**config.mk**
```make
export PLATFORM = sky130hd
export DESIGN_NAME = clken_gen
export DESIGN_NICKNAME = d
export VERILOG_FILES = /design/src/rtl/clken_gen.sv
export SDC_FILE = /design/constraint.sdc
export NUM_CORES = 1
export LEC_CHECK = 0
export BUFFER_PORTS_ARGS = -buffer_cell sky130_fd_sc_hd__buf_2
export CORE_ASPECT_RATIO = 1.2
export CORE_MARGIN = 5
export CORE_UTILIZATION = 30
export DETAILED_ROUTE_END_ITERATION = 8
export SLEW_MARGIN = 20
export SYNTH_ARGS = -nofsm -noshare
export SYNTH_HDL_FRONTEND = slang
export SYNTH_SLANG_ARGS = --single-unit
```
**constraint.sdc**
```tcl
create_clock -name refclk -period 3 [get_ports refclk]
set_input_delay 0.3 -clock refclk [delete_from_list [all_inputs] [get_ports refclk]]
set_output_delay 0.3 -clock refclk [all_outputs]
set_load 0.01 [all_outputs]
```
**src/rtl/clken_gen.sv**
```systemverilog
// clken_gen: multi-channel fractional clock-enable generator.
//
// Each channel runs an ACC_W-bit phase accumulator. Every refclk cycle the
// channel increment is added to the accumulator. The carry out of that add
// becomes a registered one-cycle enable strobe, so the average strobe rate is
// f_refclk * inc / 2^ACC_W. Software can change increments at run time. A new
// increment is first held as pending. It takes effect only on the channel's
// own wrap (carry) edge, so a strobe is never shortened or duplicated. A sync
// pulse restarts all accumulators together so that channels with equal
// increments stay in phase.
//
// Optional feature: define CLKEN_SQUARE_EN to add clk_sq, a per-channel
// square wave that toggles on every strobe (f_out / 2).
//
// Ports:
//   refclk  in   master clock; all state changes on the rising edge
//   rst     in   synchronous active-high reset, overrides everything
//   sync    in   one-cycle pulse: zero accumulators, restart lock count,
//                apply every pending increment
//   wr_en   in   increment write strobe
//   wr_ch   in   [3:0] target channel; values >= NUM_CH are ignored
//   wr_data in   [ACC_W-1:0] new increment
//   pend    out  [NUM_CH-1:0] channel holds an increment not yet applied
//   clken   out  [NUM_CH-1:0] one-cycle enable strobes
//   locked  out  strobes released after LOCK_CYCLES cycles
//   clk_sq  out  [NUM_CH-1:0] square outputs (CLKEN_SQUARE_EN only)

module clken_gen #(
    parameter int                          NUM_CH      = 8,
    parameter int                          ACC_W       = 24,
    parameter int                          LOCK_CYCLES = 16,
    parameter logic [NUM_CH*ACC_W-1:0]     INC_RST     = '0
) (
    input  logic              refclk,
    input  logic              rst,
    input  logic              sync,
    input  logic              wr_en,
    input  logic [3:0]        wr_ch,
    input  logic [ACC_W-1:0]  wr_data,
    output logic [NUM_CH-1:0] pend,
    output logic [NUM_CH-1:0] clken,
`ifdef CLKEN_SQUARE_EN
    output logic [NUM_CH-1:0] clk_sq,
`endif
    output logic              locked
);

    // The lock counter must be able to hold LOCK_CYCLES itself, because it
    // saturates there.
    localparam int               CNT_W     = $clog2(LOCK_CYCLES + 1);
    localparam logic [CNT_W-1:0] LOCK_MAX  = CNT_W'(LOCK_CYCLES);
    localparam logic [CNT_W-1:0] LOCK_LAST = CNT_W'(LOCK_CYCLES - 1);

    logic [ACC_W-1:0]  acc_q      [NUM_CH];
    logic [ACC_W-1:0]  acc_d      [NUM_CH];
    logic [ACC_W-1:0]  inc_q      [NUM_CH];
    logic [ACC_W-1:0]  inc_d      [NUM_CH];
    logic [ACC_W-1:0]  pend_val_q [NUM_CH];
    logic [ACC_W-1:0]  pend_val_d [NUM_CH];
    logic [ACC_W:0]    sum_w      [NUM_CH];
    logic [NUM_CH-1:0] carry_w;
    logic [NUM_CH-1:0] pend_q,  pend_d;
    logic [NUM_CH-1:0] clken_q, clken_d;
    logic              locked_q, locked_d;
    logic [CNT_W-1:0]  cnt_q,   cnt_d;
`ifdef CLKEN_SQUARE_EN
    logic [NUM_CH-1:0] clk_sq_q, clk_sq_d;
`endif

    // Accumulator adders. The add is one bit wider than the accumulator, and
    // the extra top bit is the wrap carry that drives the strobe.
    always_comb begin
        for (int i = 0; i < NUM_CH; i++) begin
            sum_w[i]   = {1'b0, acc_q[i]} + {1'b0, inc_q[i]};
            carry_w[i] = sum_w[i][ACC_W];
        end
    end

    // Next-state logic for the accumulators, increments, pending slots,
    // strobes and lock tracking. Sync takes priority over normal running.
    // A write is handled last, so a write in the same cycle as an apply
    // (by carry or by sync) leaves the new value pending.
    always_comb begin
        pend_d   = pend_q;
        clken_d  = '0;
        locked_d = locked_q;
        cnt_d    = cnt_q;
        for (int i = 0; i < NUM_CH; i++) begin
            acc_d[i]      = acc_q[i];
            inc_d[i]      = inc_q[i];
            pend_val_d[i] = pend_val_q[i];
        end

        if (sync) begin
            locked_d = 1'b0;
            cnt_d    = '0;
            for (int i = 0; i < NUM_CH; i++) begin
                acc_d[i] = '0;
                if (pend_q[i]) begin
                    inc_d[i]  = pend_val_q[i];
                    pend_d[i] = 1'b0;
                end
            end
        end else begin
            if (cnt_q != LOCK_MAX) begin
                cnt_d = cnt_q + CNT_W'(1);
            end
            locked_d = locked_q | (cnt_q == LOCK_LAST);
            for (int i = 0; i < NUM_CH; i++) begin
                // The accumulator still advances with the old increment on
                // the apply edge, so the wrap that triggered the apply is
                // kept intact.
                acc_d[i]   = sum_w[i][ACC_W-1:0];
                clken_d[i] = carry_w[i] & locked_q;
                // A stopped channel (inc == 0) would never carry, so it
                // takes a pending value on the next edge.
                if (pend_q[i] && (carry_w[i] || (inc_q[i] == '0))) begin
                    inc_d[i]  = pend_val_q[i];
                    pend_d[i] = 1'b0;
                end
            end
        end

        // Writes to channel indices that do not exist match no slot and are
        // dropped.
        if (wr_en) begin
            for (int i = 0; i < NUM_CH; i++) begin
                if (wr_ch == 4'(i)) begin
                    pend_val_d[i] = wr_data;
                    pend_d[i]     = 1'b1;
                end
            end
        end
    end

`ifdef CLKEN_SQUARE_EN
    // The square output flips on the same edge that raises the strobe.
    // clken_d is already gated by locked, so the square output holds while
    // the generator is unlocked.
    always_comb begin
        if (sync) begin
            clk_sq_d = '0;
        end else begin
            clk_sq_d = clk_sq_q ^ clken_d;
        end
    end
`endif

    // State registers. Reset restores each channel's increment from its
    // slice of INC_RST and drops any pending write.
    always_ff @(posedge refclk) begin
        if (rst) begin
            for (int i = 0; i < NUM_CH; i++) begin
                acc_q[i]      <= '0;
                inc_q[i]      <= INC_RST[i*ACC_W +: ACC_W];
                pend_val_q[i] <= '0;
            end
            pend_q   <= '0;
            clken_q  <= '0;
            locked_q <= 1'b0;
            cnt_q    <= '0;
        end else begin
            acc_q      <= acc_d;
            inc_q      <= inc_d;
            pend_val_q <= pend_val_d;
            pend_q     <= pend_d;
            clken_q    <= clken_d;
            locked_q   <= locked_d;
            cnt_q      <= cnt_d;
        end
    end

`ifdef CLKEN_SQUARE_EN
    // Square-wave toggle registers, cleared by reset.
    always_ff @(posedge refclk) begin
        if (rst) begin
            clk_sq_q <= '0;
        end else begin
            clk_sq_q <= clk_sq_d;
        end
    end

    assign clk_sq = clk_sq_q;
`endif

    assign pend   = pend_q;
    assign clken  = clken_q;
    assign locked = locked_q;

endmodule

```
* After elaboration in Yosys (flattened, before gate mapping)
Cells that the tools add are included.
** Storage, ports and cells
- Latch bits :: 0
- Bits in read-only memories :: 0
- Word-level logic and storage cells :: 148
- Output and inout bits :: 17
- Input bits :: 32
- Register bits after elaboration :: 598
- Memory bits (writable) :: 0
- Memories :: 0
** Cells by class
- Mux-type cells :: 35
- $add $sub $neg :: 9
- Reduce and logical (&&, ||, !) cells :: 50
- $lt $le $gt $ge :: 0
- Bitwise operators :: 9
- Equality and inequality tests :: 17
- Multiply operators :: 0
- Divide/modulo/power cells :: 0
- Shifts and indexed selects :: 0
** Operator list (number)
- $mux W24 :: 16
- $add A24 B24 Y25 :: 8
- $logic_not A24 Y1 :: 8
- $mux W192 :: 1
- $reduce_and A2 Y1 :: 16
- $eq A4 B3 Y1 const B :: 4
- $mux W1 :: 16
- $mux W8 :: 2
- $ne A2 B1 Y1 const B :: 8
- $reduce_bool A2 Y1 :: 8
- $and A1 B1 Y1 :: 8
- $eq A4 B2 Y1 const B :: 2
- $logic_and A1 B1 Y1 :: 8
- $logic_or A1 B1 Y1 :: 8
- $add A5 B1 Y5 const B :: 1
- $eq A5 B4 Y1 const B :: 1
- $ne A5 B5 Y1 const B :: 1
- $eq A4 B1 Y1 const B :: 1
- $logic_not A4 Y1 :: 1
- $reduce_or A2 Y1 :: 1
- $or A1 B1 Y1 :: 1

* Logic depth before layout (Yosys ltp)
Gate-level depths: netlist of the first run.
- Depth after elaboration :: 7
- Depth in mapped cells :: 13
- Mapped depth without buffers :: 11

* Worst setup path before layout of the first run
No wires, ideal clock.
- Kind :: reg2reg
- From :: register inc_q[144] (netlist name)
- To :: register inc_q[147] (netlist name)
- Setup slack :: 0.120 ns
- Stages on the path, launching flop included :: 14
- Arrival time :: 2.752 ns
- Required time :: 2.872 ns
- Clock period less this slack :: 2.880 ns
- Cells stage by stage :: dfxtp_1 -> ha_1 -> fa_1 -> a21o_1 -> a21o_1 -> a2111oi_4 -> o31ai_2 -> a211oi_2 -> nand3b_1 -> a21bo_1 -> buf_6 -> buf_12 -> mux2i_1 -> nor2_1
** Between the ends
- Cells in the longest elaborated chain, start to end :: 5
- Elaborated cells on any way between the ends :: 6
- Those cells by class :: add/sub (1); reduce/logical (5)
** RTL lines
- from (decl) :: line 56 : logic [ACC_W-1:0] inc_q [NUM_CH];
- from (signal, indexed assignment) :: line 155 : inc_q[i] <= INC_RST[i*ACC_W +: ACC_W];
- from (signal assigned) :: line 164 : inc_q <= inc_d;
- $add A24 B24 Y25 / $logic_not A24 Y1 (equally long branches) :: line 74, 117
- $logic_or A1 B1 Y1 (*) :: line 117 : if (pend_q[i] && (carry_w[i] || (inc_q[i] == '0))) begin
- $logic_and A1 B1 Y1 (*) :: line 117
- $reduce_bool A2 Y1 (no source line) (*)
- $reduce_and A2 Y1 (no source line) (*)
Every way passes the cells marked *; elsewhere a longest branch is shown, timed or not.
A chain may end at the register's enable or synchronous reset.

* Worst setup path in the final report of the first run
- From :: register inc_q[24] (netlist name)
- To :: register acc_q[46] (netlist name)
** Between the ends
- Cells in the longest elaborated chain, start to end :: 1
** RTL lines
- $add A24 B24 Y25 :: line 74 : sum_w[i] = {1'b0, acc_q[i]} + {1'b0, inc_q[i]};
- to (signal, indexed assignment) :: line 154 : acc_q[i] <= '0;
- to (signal assigned) :: line 163 : acc_q <= acc_d;
- to (decl) :: line 54 : logic [ACC_W-1:0] acc_q [NUM_CH];
No other way between the ends.

==> flow_summary.toml, run 1 <==
[status]
status = "completed"

[drt]
drt_iter0_markers = 1311
drc_errors = 0
routed_wl_um = 74500
vias = 22500
drt-wirelength-per-cell_um = 16.2
postRouteAntennaNets = 0
first_pass_iters = 5
via_per_inst = 4.88

[synthesis]
syn-cell-area_sq_um = 28400
yosysWarnings = 0
synth_area_per_cell_sq_um = 8.69
synthTopCellsByArea = "dfxtp_1 42%, ha_1 8.6%, mux2i_1 6.9%, a21oi_1 6.4%, nand2_1 6.3%"
ys_ff_latch = 598
synth_top_cell_by_area = "dfxtp_1"
synth_cell_type_count = 80
synth_ff_type = "dfxtp_1"
synth_common_cells = "598 x dfxtp_1, 473 x nand2_1, 437 x nor2_1, 361 x a21oi_1, 196 x mux2i_1"
seq_area_frac_synth = 0.422
synth_edf_count = 0
synth.net_count = 3502
synth-async-reset-ratio = 0
syn-instance-count = 3267
synth.most_common_cell = "dfxtp_1"
synth_top_area_frac = 0.422

[grt]
overflow = 0
grt_pass1_vias = 21300
antenna_found_initial = 7
grtUsageTotal = 0.140
grt_pass1_wl_um = 116000
grt_max_degree = 171

[floorplan]
dieArea_sq_um = 101000
die_h_um = 347
core_area_sq_um = 93900
die_w_um = 291
num_io_pins = 49
start_util = 0.302
fp-row-count = 123

[setup_path]
rr_startpoint = "inc_q[24]$_SDFFE_PP0P_"
worst-path-max-fanout = 3
rr_worst_depth = 11
critPathRequiredTime_ps = 3510
end_kind = "flop"
criticalPathCategory = "reg2reg"
start_kind = "flop"
worstSetupStartpoint = "inc_q[24]$_SDFFE_PP0P_"
endpoint = "acc_q[46]$_SDFF_PP0_"
rr_endpoint = "acc_q[46]$_SDFF_PP0_"
crit_arrival_ps = 3420
rrSetupSlack_ps = 80

[final_layout]
nets = 3538
drive_above_1_share = 0.0943
final_util = 0.348
design_area_sq_um = 32700
area_growth_syn_to_layout_pct = 15.1

[sta]
finClkSkew_ps = 14.2
setup_slack_ps = 84.2
min_period_ps = 2920
slew_headroom = 0.367
finalHoldViolCount = 0
setup_viol = 0
setup_tns_ps = 0
fmax_mhz = 343
drv_slew = 0
period_share = 0.972
rsz0062_at_grt = "true"
worstMarginPinSlew_ps = 950
hold_slack_ps = 87.0

[cts]
cts_hold_buffers = 0
clockBufferDepth = 3
path_clk_slew_ps = 70
clock_sinks = 598
cts-root-buf = "clkbuf_16"
h-tree-depth = 2
cts_tree = "done"
cts_buffers = 59
insertion_delay_ps = 640

[placed_design]
dpl.hpwl_um = 49500
place.gp.congestion = 0.829
port_buffers = 48
placed_area_sq_um = 30100
place_ws_ps = -136

[hold_path]
hold_path.class = "in2reg"
min_from = "rst"

[power_and_ir_drop]
p_per_area_nw_per_um2 = 501
max-vdd-ir-drop_uv = 474
power.leakage_uw = 0.0141

[job]
drv_cap = 0
## worst max-delay path: stages (launching register included)
cell      delay (ps)
dfxtp_2          340
ha_4             160
fa_2             400
a211oi_4         280
o21ai_2           90
a22o_1           280
o211ai_1         300
o221ai_2         160
a2111o_1         380
a31oi_1          200
xor2_1           170
nor2_1            50
## where the power goes
part | leakage [uW] | switching (uW) | internal, uW
Sequential | 0.00482 | 20.9 | 7970
Clock | 0.00100 | 3320 | 4600
Combinational | 0.00829 | 367 | 89.4
Total | 0.0141 | 3700 | 12700
## registers in the layout, summed over array words and instances, names as in the netlist
register / count
acc_q: 192
inc_q: 192
pend_val_q: 192
clken: 8
pend: 8
cnt_q: 5
locked: 1
## timing repair
action                                  4_1_cts  5_1_grt
endpoints found under the setup margin       57      196
cloned                                        1        8
setup buffers                                 1        8
gates resized for setup                       5       56
pin swaps                                     3       32
## layer usage
layer  global-route usage  wire length, um  up-vias
met5                    0                7        -
met4               0.0382             1940        2
met3               0.0215             2920      106
met2                0.252            36900      337
met1                0.174            32700    10600
li1                     -                -    11400
## cells in the final DEF (no fill, tap or decap), drive strengths merged, types with 8 or more instances in the layout
cell type and n:
and3 11, clkbuf 85, a211oi 23, o21bai 23
o21ai 93, nor2b 18, or3 22, mux2i 196
nand4 21, o211ai 8, a21oi 361, inv 51
a21o 88, a211o 10, clkinv 13, and4 9
nand2b 18, a21boi 13, xor2 65, nand2 473
dfxtp 598, o21a 31, buf 130, xnor2 78
bufinv 8, nand3 33, nor4 55, and2 28
fa 8, nor2 437, a31oi 21, ha 195
nor3 35
## worst min-delay path by stage
stage	to	cells after the start
5_1_grt	pend_val_q[81]$_SDFFE_PP0P_	3
4_1_cts	inc_q[83]$_SDFFE_PP0P_	2
3_5_place_dp	pend_val_q[190]$_SDFFE_PP0P_	2
2_1_floorplan	pend_val_q[100]$_SDFFE_PP0P_	2
6_report	inc_q[81]$_SDFFE_PP0P_	2
3_3_place_gp	pend_val_q[57]$_SDFFE_PP0P_	2
## area by class of cell
type | instances | area, sq um
well taps | 1250 | 1560
clock buffers | 79 | 1660
diodes | 3 | 7.51
flip-flops and latches | 598 | 12000
multi-input cells | 2460 | 15800
fillers | 9731 | 61200
clock inverters | 31 | 409
inverters | 48 | 180
repair buffers | 136 | 1120
## cell families after synthesis
| family | share of synthesized area |
|---|---|
| flops | 0.422 |
| buf+inv | 0.0340 |
| fa+ha+maj | 0.0916 |
| simple gates | 0.181 |
| xor+xnor | 0.0441 |
| compound gates | 0.158 |
| mux | 0.0691 |
## metrics by stage
| step | total power (uW) | instances |
|---|---|---|
| after CTS | 16600 | 4586 |
| after detailed placement | 8630 | 4474 |
| after floorplan | 8410 | 3267 |
| after global placement | 8620 | 4474 |
| after global routing | 16900 | 4603 |
| final | 16400 | 4605 |
(Power assumes the default switching activity.)
==> run 2: changes to the inputs <==
BUFFER_PORTS_ARGS = -buffer_cell sky130_fd_sc_hd__buf_4   (was -buffer_cell sky130_fd_sc_hd__buf_2)
PLACE_DENSITY = 0.48   (was not set)
==> flow_summary.toml, run 2 (same netlist as run 1, synthesis figures left out) <==
[final_layout]
nets = 3563
area_growth_syn_to_layout_pct = 16.7
drive_above_1_share = 0.0986
reg_top3 = "acc_q x192, inc_q x192, pend_val_q x192"
final_cell_mix = "597 x dfxtp_1, 473 x nand2_1, 436 x nor2_1, 355 x a21oi_1, 194 x mux2i_1"
design_area_sq_um = 33100
layout_commonest_cell = "dfxtp_1"

[placed_design]
dpl.hpwl_um = 53400
place_ws_ps = -99.8
port_buffers = 48
placed_area_sq_um = 30400
place.gp.congestion = 0.798

[setup_path]
critPathMaxStageDelay_ps = 410
critPathTopFamily = "compound AO/OA/AOI/OAI gates"
critPathBufInv = 1
crit_arrival_ps = 3410
rr_startpoint = "inc_q[24]$_SDFFE_PP0P_"
critPathRequiredTime_ps = 3470
worstSetupStartpoint = "inc_q[24]$_SDFFE_PP0P_"
rr_worst_depth = 12
cp.depth = 12
worst-path-max-fanout = 6
rrSetupSlack_ps = 60
criticalPathCategory = "reg2reg"
start_kind = "flop"
rr_endpoint = "inc_q[42]$_SDFFE_PP0P_"
endpoint = "inc_q[42]$_SDFFE_PP0P_"
path_cells = "ha_4, fa_2, a211oi_4, o21ai_2, a22o_1, o21ai_2, a21oi_2, a221oi_2, a21bo_4, clkbuf_16, mux2i_1, nor2_1"
path_common_cell = "o21ai_2"
end_kind = "flop"
cp_slowest_cell = "fa_2"

[grt]
grt_pass1_wl_um = 124000
grt_pass1_vias = 21700
grt_max_degree = 166
antenna_found_initial = 4
grt.busiest_layer = "met2"
met2_usage = 0.266
use_met1 = 0.195
overflow = 0
grtUsageTotal = 0.152
grt.met3_usage = 0.0197

[floorplan]
die_h_um = 347
core_area_sq_um = 93900
fp-row-count = 123
dieArea_sq_um = 101000
start_util = 0.302
die_w_um = 291
num_io_pins = 49

[cts]
cts_tree = "done"
h-tree-depth = 3
clock_sinks = 598
clockBufferDepth = 3
cts-root-buf = "clkbuf_16"
cts_buffers = 68
path_clk_slew_ps = 60
insertion_delay_ps = 600

[sta]
fmax_mhz = 340
finClkSkew_ps = 21.6
worstMarginPinSlew_ps = 1110
setup_tns_ps = 0
min_period_ps = 2940
hold_slack_ps = 69.5
slew_headroom = 0.262
setup_viol = 0
drv_slew = 0
finalHoldViolCount = 0
rsz0062_at_grt = "true"
setup_slack_ps = 61.9
period_share = 0.979

[status]
status = "completed"

[hold_path]
hold_path.class = "in2reg"
holdPathStages = 3

[power_and_ir_drop]
max-vdd-ir-drop_uv = 314
p_per_area_nw_per_um2 = 516
power.leakage_uw = 0.0144

[drt]
vias = 22300
postRouteAntennaNets = 0
first_pass_iters = 5
drt-wirelength-per-cell_um = 17.4
via_per_inst = 4.82
drc_errors = 0
routed_wl_um = 80400
drt_iter0_markers = 1123

[job]
drv_cap = 0
-- run 2: cell types whose count changed in the layout (fill, tap and decap cells not counted), sizes merged --
cell      delta
clkinv       -2
buf         +17
clkinvlp     -6
diode        -1
bufinv       -1
clkbuf      +18
-- run 2: area by class of cell --
type / count / area, sq um
fillers: 9747 / 60700
clock inverters: 22 / 307
repair buffers: 152 / 1400
inverters: 48 / 180
well taps: 1250 / 1560
clock buffers: 98 / 1990
flip-flops and latches: 598 / 12000
multi-input cells: 2460 / 15700
diodes: 2 / 5.00
-- run 2: tightest hold or removal path, cell delays in order --
cell and delay (ps):
buf_4 190, nand2_1 80, a21oi_1 50
-- run 2: timing repair --
action	in CTS	in global routing
cloned	1	7
gates resized for setup	8	35
pin swaps	4	28
buffers inserted	0	10
hold buffers	0	0
endpoints found under the setup margin	97	201
-- run 2: how the worst min path moves through the flow --
stage | endpoint | startpoint
after global placement | pend_val_q[119]$_SDFFE_PP0P_ | pend_val_q[119]$_SDFFE_PP0P_
after global routing | pend_val_q[173]$_SDFFE_PP0P_ | wr_data[5]
final | pend_val_q[29]$_SDFFE_PP0P_ | wr_data[5]
after CTS | pend_val_q[29]$_SDFFE_PP0P_ | wr_data[5]
after floorplan | pend_val_q[100]$_SDFFE_PP0P_ | pend_val_q[100]$_SDFFE_PP0P_
after detailed placement | pend_val_q[83]$_SDFFE_PP0P_ | pend_val_q[83]$_SDFFE_PP0P_
-- run 2: report_power, final --
part	leakage, uW	internal [uW]	switching (uW)
logic	0.00844	108	384
clock network	0.00113	5210	3420
registers	0.00482	7980	20.9
-- run 2: layer usage --
layer,up-vias,wire (um),share of wire
met3,90,2130,0.027
met4,2,2000,0.025
met5,-,7,0.000087
met1,10500,37200,0.46
met2,239,39000,0.49
li1,11500,-,-
-- run 2: through the flow --
step / cells / utilization / power [uW]
after floorplan: 3267 / - / 8410
after global placement: 4490 / 0.324 / 8670
after detailed placement: 4490 / 0.324 / 8670
after CTS: 4611 / 0.349 / 17400
after global routing: 4629 / 0.353 / 17700
final: 4630 / 0.353 / 17100
==> run 3: changes to the inputs <==
CORE_ASPECT_RATIO = not set   (was 1.2)
==> flow_summary.toml, run 3 (same netlist as run 1, synthesis figures left out) <==
[placed_design]
port_buffers = 48
placed_area_sq_um = 30300
dpl.hpwl_um = 52200
place_ws_ps = -102
place.gp.congestion = 0.800

[power_and_ir_drop]
finalPower_uw = 17600
p_per_area_nw_per_um2 = 525
power.leakage_uw = 0.0145
max-vdd-ir-drop_uv = 350

[final_layout]
area_growth_syn_to_layout_pct = 18.1
final_cell_mix = "595 x dfxtp_1, 472 x nand2_1, 436 x nor2_1, 352 x a21oi_1, 194 x mux2i_1"
drive_above_1_share = 0.104
nets = 3572
final_util = 0.358
layout_commonest_cell = "dfxtp_1"
design_area_sq_um = 33500
reg_top3 = "acc_q x192, inc_q x192, pend_val_q x192"

[setup_path]
criticalPathCategory = "reg2reg"
worst-path-max-fanout = 6
rrSetupSlack_ps = 20
start_kind = "flop"
end_kind = "flop"
critPathRequiredTime_ps = 3440
crit_arrival_ps = 3420
rr_startpoint = "inc_q[24]$_SDFFE_PP0P_"
rr_endpoint = "inc_q[39]$_SDFFE_PP0P_"
rr_worst_depth = 12

[drt]
drt_iter0_markers = 1171
vias = 22400
drc_errors = 0
wl_met2_um = 36900
top_layer = "met4"
dr_wl_met3_um = 3330
routed_wl_um = 80500
postRouteAntennaNets = 0
met1_length_um = 38400
drt-wirelength-per-cell_um = 17.3
first_pass_iters = 5
via_per_inst = 4.83

[hold_path]
holdPathStages = 2
hold_path.class = "in2reg"
min_from = "rst"
hold_end = "inc_q[71]$_SDFFE_PP0P_"

[status]
status = "completed"

[grt]
antenna_found_initial = 4
grt_pass1_wl_um = 125000
grtUsageTotal = 0.153
overflow = 0
grt_pass1_vias = 21600
grt_max_degree = 216

[sta]
setup_slack_ps = 18.7
drv_slew = 0
period_share = 0.994
rsz0062_at_grt = "true"
finClkSkew_ps = 23.6
fmax_mhz = 335
setup_tns_ps = 0
slew_headroom = 0.223
worstMarginPinSlew_ps = 1170
min_period_ps = 2980
setup_viol = 0
finalHoldViolCount = 0

[job]
drv_cap = 0

[floorplan]
core_area_sq_um = 93600
fp-row-count = 112
dieArea_sq_um = 101000
die_w_um = 318
num_io_pins = 49
die_h_um = 318
start_util = 0.303

[cts]
path_clk_slew_ps = 60
clockBufferDepth = 3
cts-root-buf = "clkbuf_16"
cts_hold_buffers = 0
cts_buffers = 72
clock_sinks = 598
cts_tree = "done"
insertion_delay_ps = 600
h-tree-depth = 3
## run 3: where the power goes
part	internal (uW)	total, uW	switching [uW]
Clock	5690	9120	3440
Sequential	7980	8000	21.2
Combinational	108	492	384
## run 3: per-layer routing
layer / vias up / track usage
li1: 11500 / -
met1: 10500 / 0.208
met2: 315 / 0.252
met3: 97 / 0.0266
met4: 0 / 0.0404
met5: - / 0
## run 3: worst max path at each step
stage,start,endpoint,slack [ps],cells past startpoint
after global routing,inc_q[24]$_SDFFE_PP0P_,inc_q[39]$_SDFFE_PP0P_,-110,12
after floorplan,inc_q[144]$_SDFFE_PP0P_,inc_q[147]$_SDFFE_PP0P_,120,13
after CTS,inc_q[24]$_SDFFE_PP0P_,acc_q[38]$_SDFF_PP0_,-8,16
after detailed placement,inc_q[0]$_SDFFE_PP0P_,inc_q[1]$_SDFFE_PP0P_,-100,11
after global placement,inc_q[0]$_SDFFE_PP0P_,inc_q[23]$_SDFFE_PP0P_,-50,11
final,inc_q[24]$_SDFFE_PP0P_,inc_q[39]$_SDFFE_PP0P_,20,12
## run 3: area by class of cell
class	instances	area [sq um]
multi-input cells	2460	15800
diodes	3	7.51
flip-flops and latches	598	12000
inverters	48	180
clock inverters	19	310
well taps	1254	1570
repair buffers	157	1520
fillers	9736	60100
clock buffers	104	2170
## run 3: critical path, cell delays in order (launching register included)
cell       delay (ps)
dfxtp_2           330
ha_4              160
fa_2              350
a211oi_2          290
o21ai_2            90
a22o_1            280
o21ai_2           160
a21oi_2            90
a221oi_2          340
a21bo_4           270
clkbuf_16         180
mux2i_1           200
nor2_1             60
## run 3: per-stage QoR
stage | hold WS, ps | std cells
2_1_floorplan | 436 | 3267
3_3_place_gp | 442 | 4481
5_1_grt | 56.9 | 4640
3_5_place_dp | 446 | 4481
6_report | 55.7 | 4643
4_1_cts | 28.2 | 4615
## run 3: repair_timing
action	CTS	global route
pin swaps	6	32
resized for setup	8	50
cloned	3	10
setup buffers	8	15
setup endpoints to repair	97	196
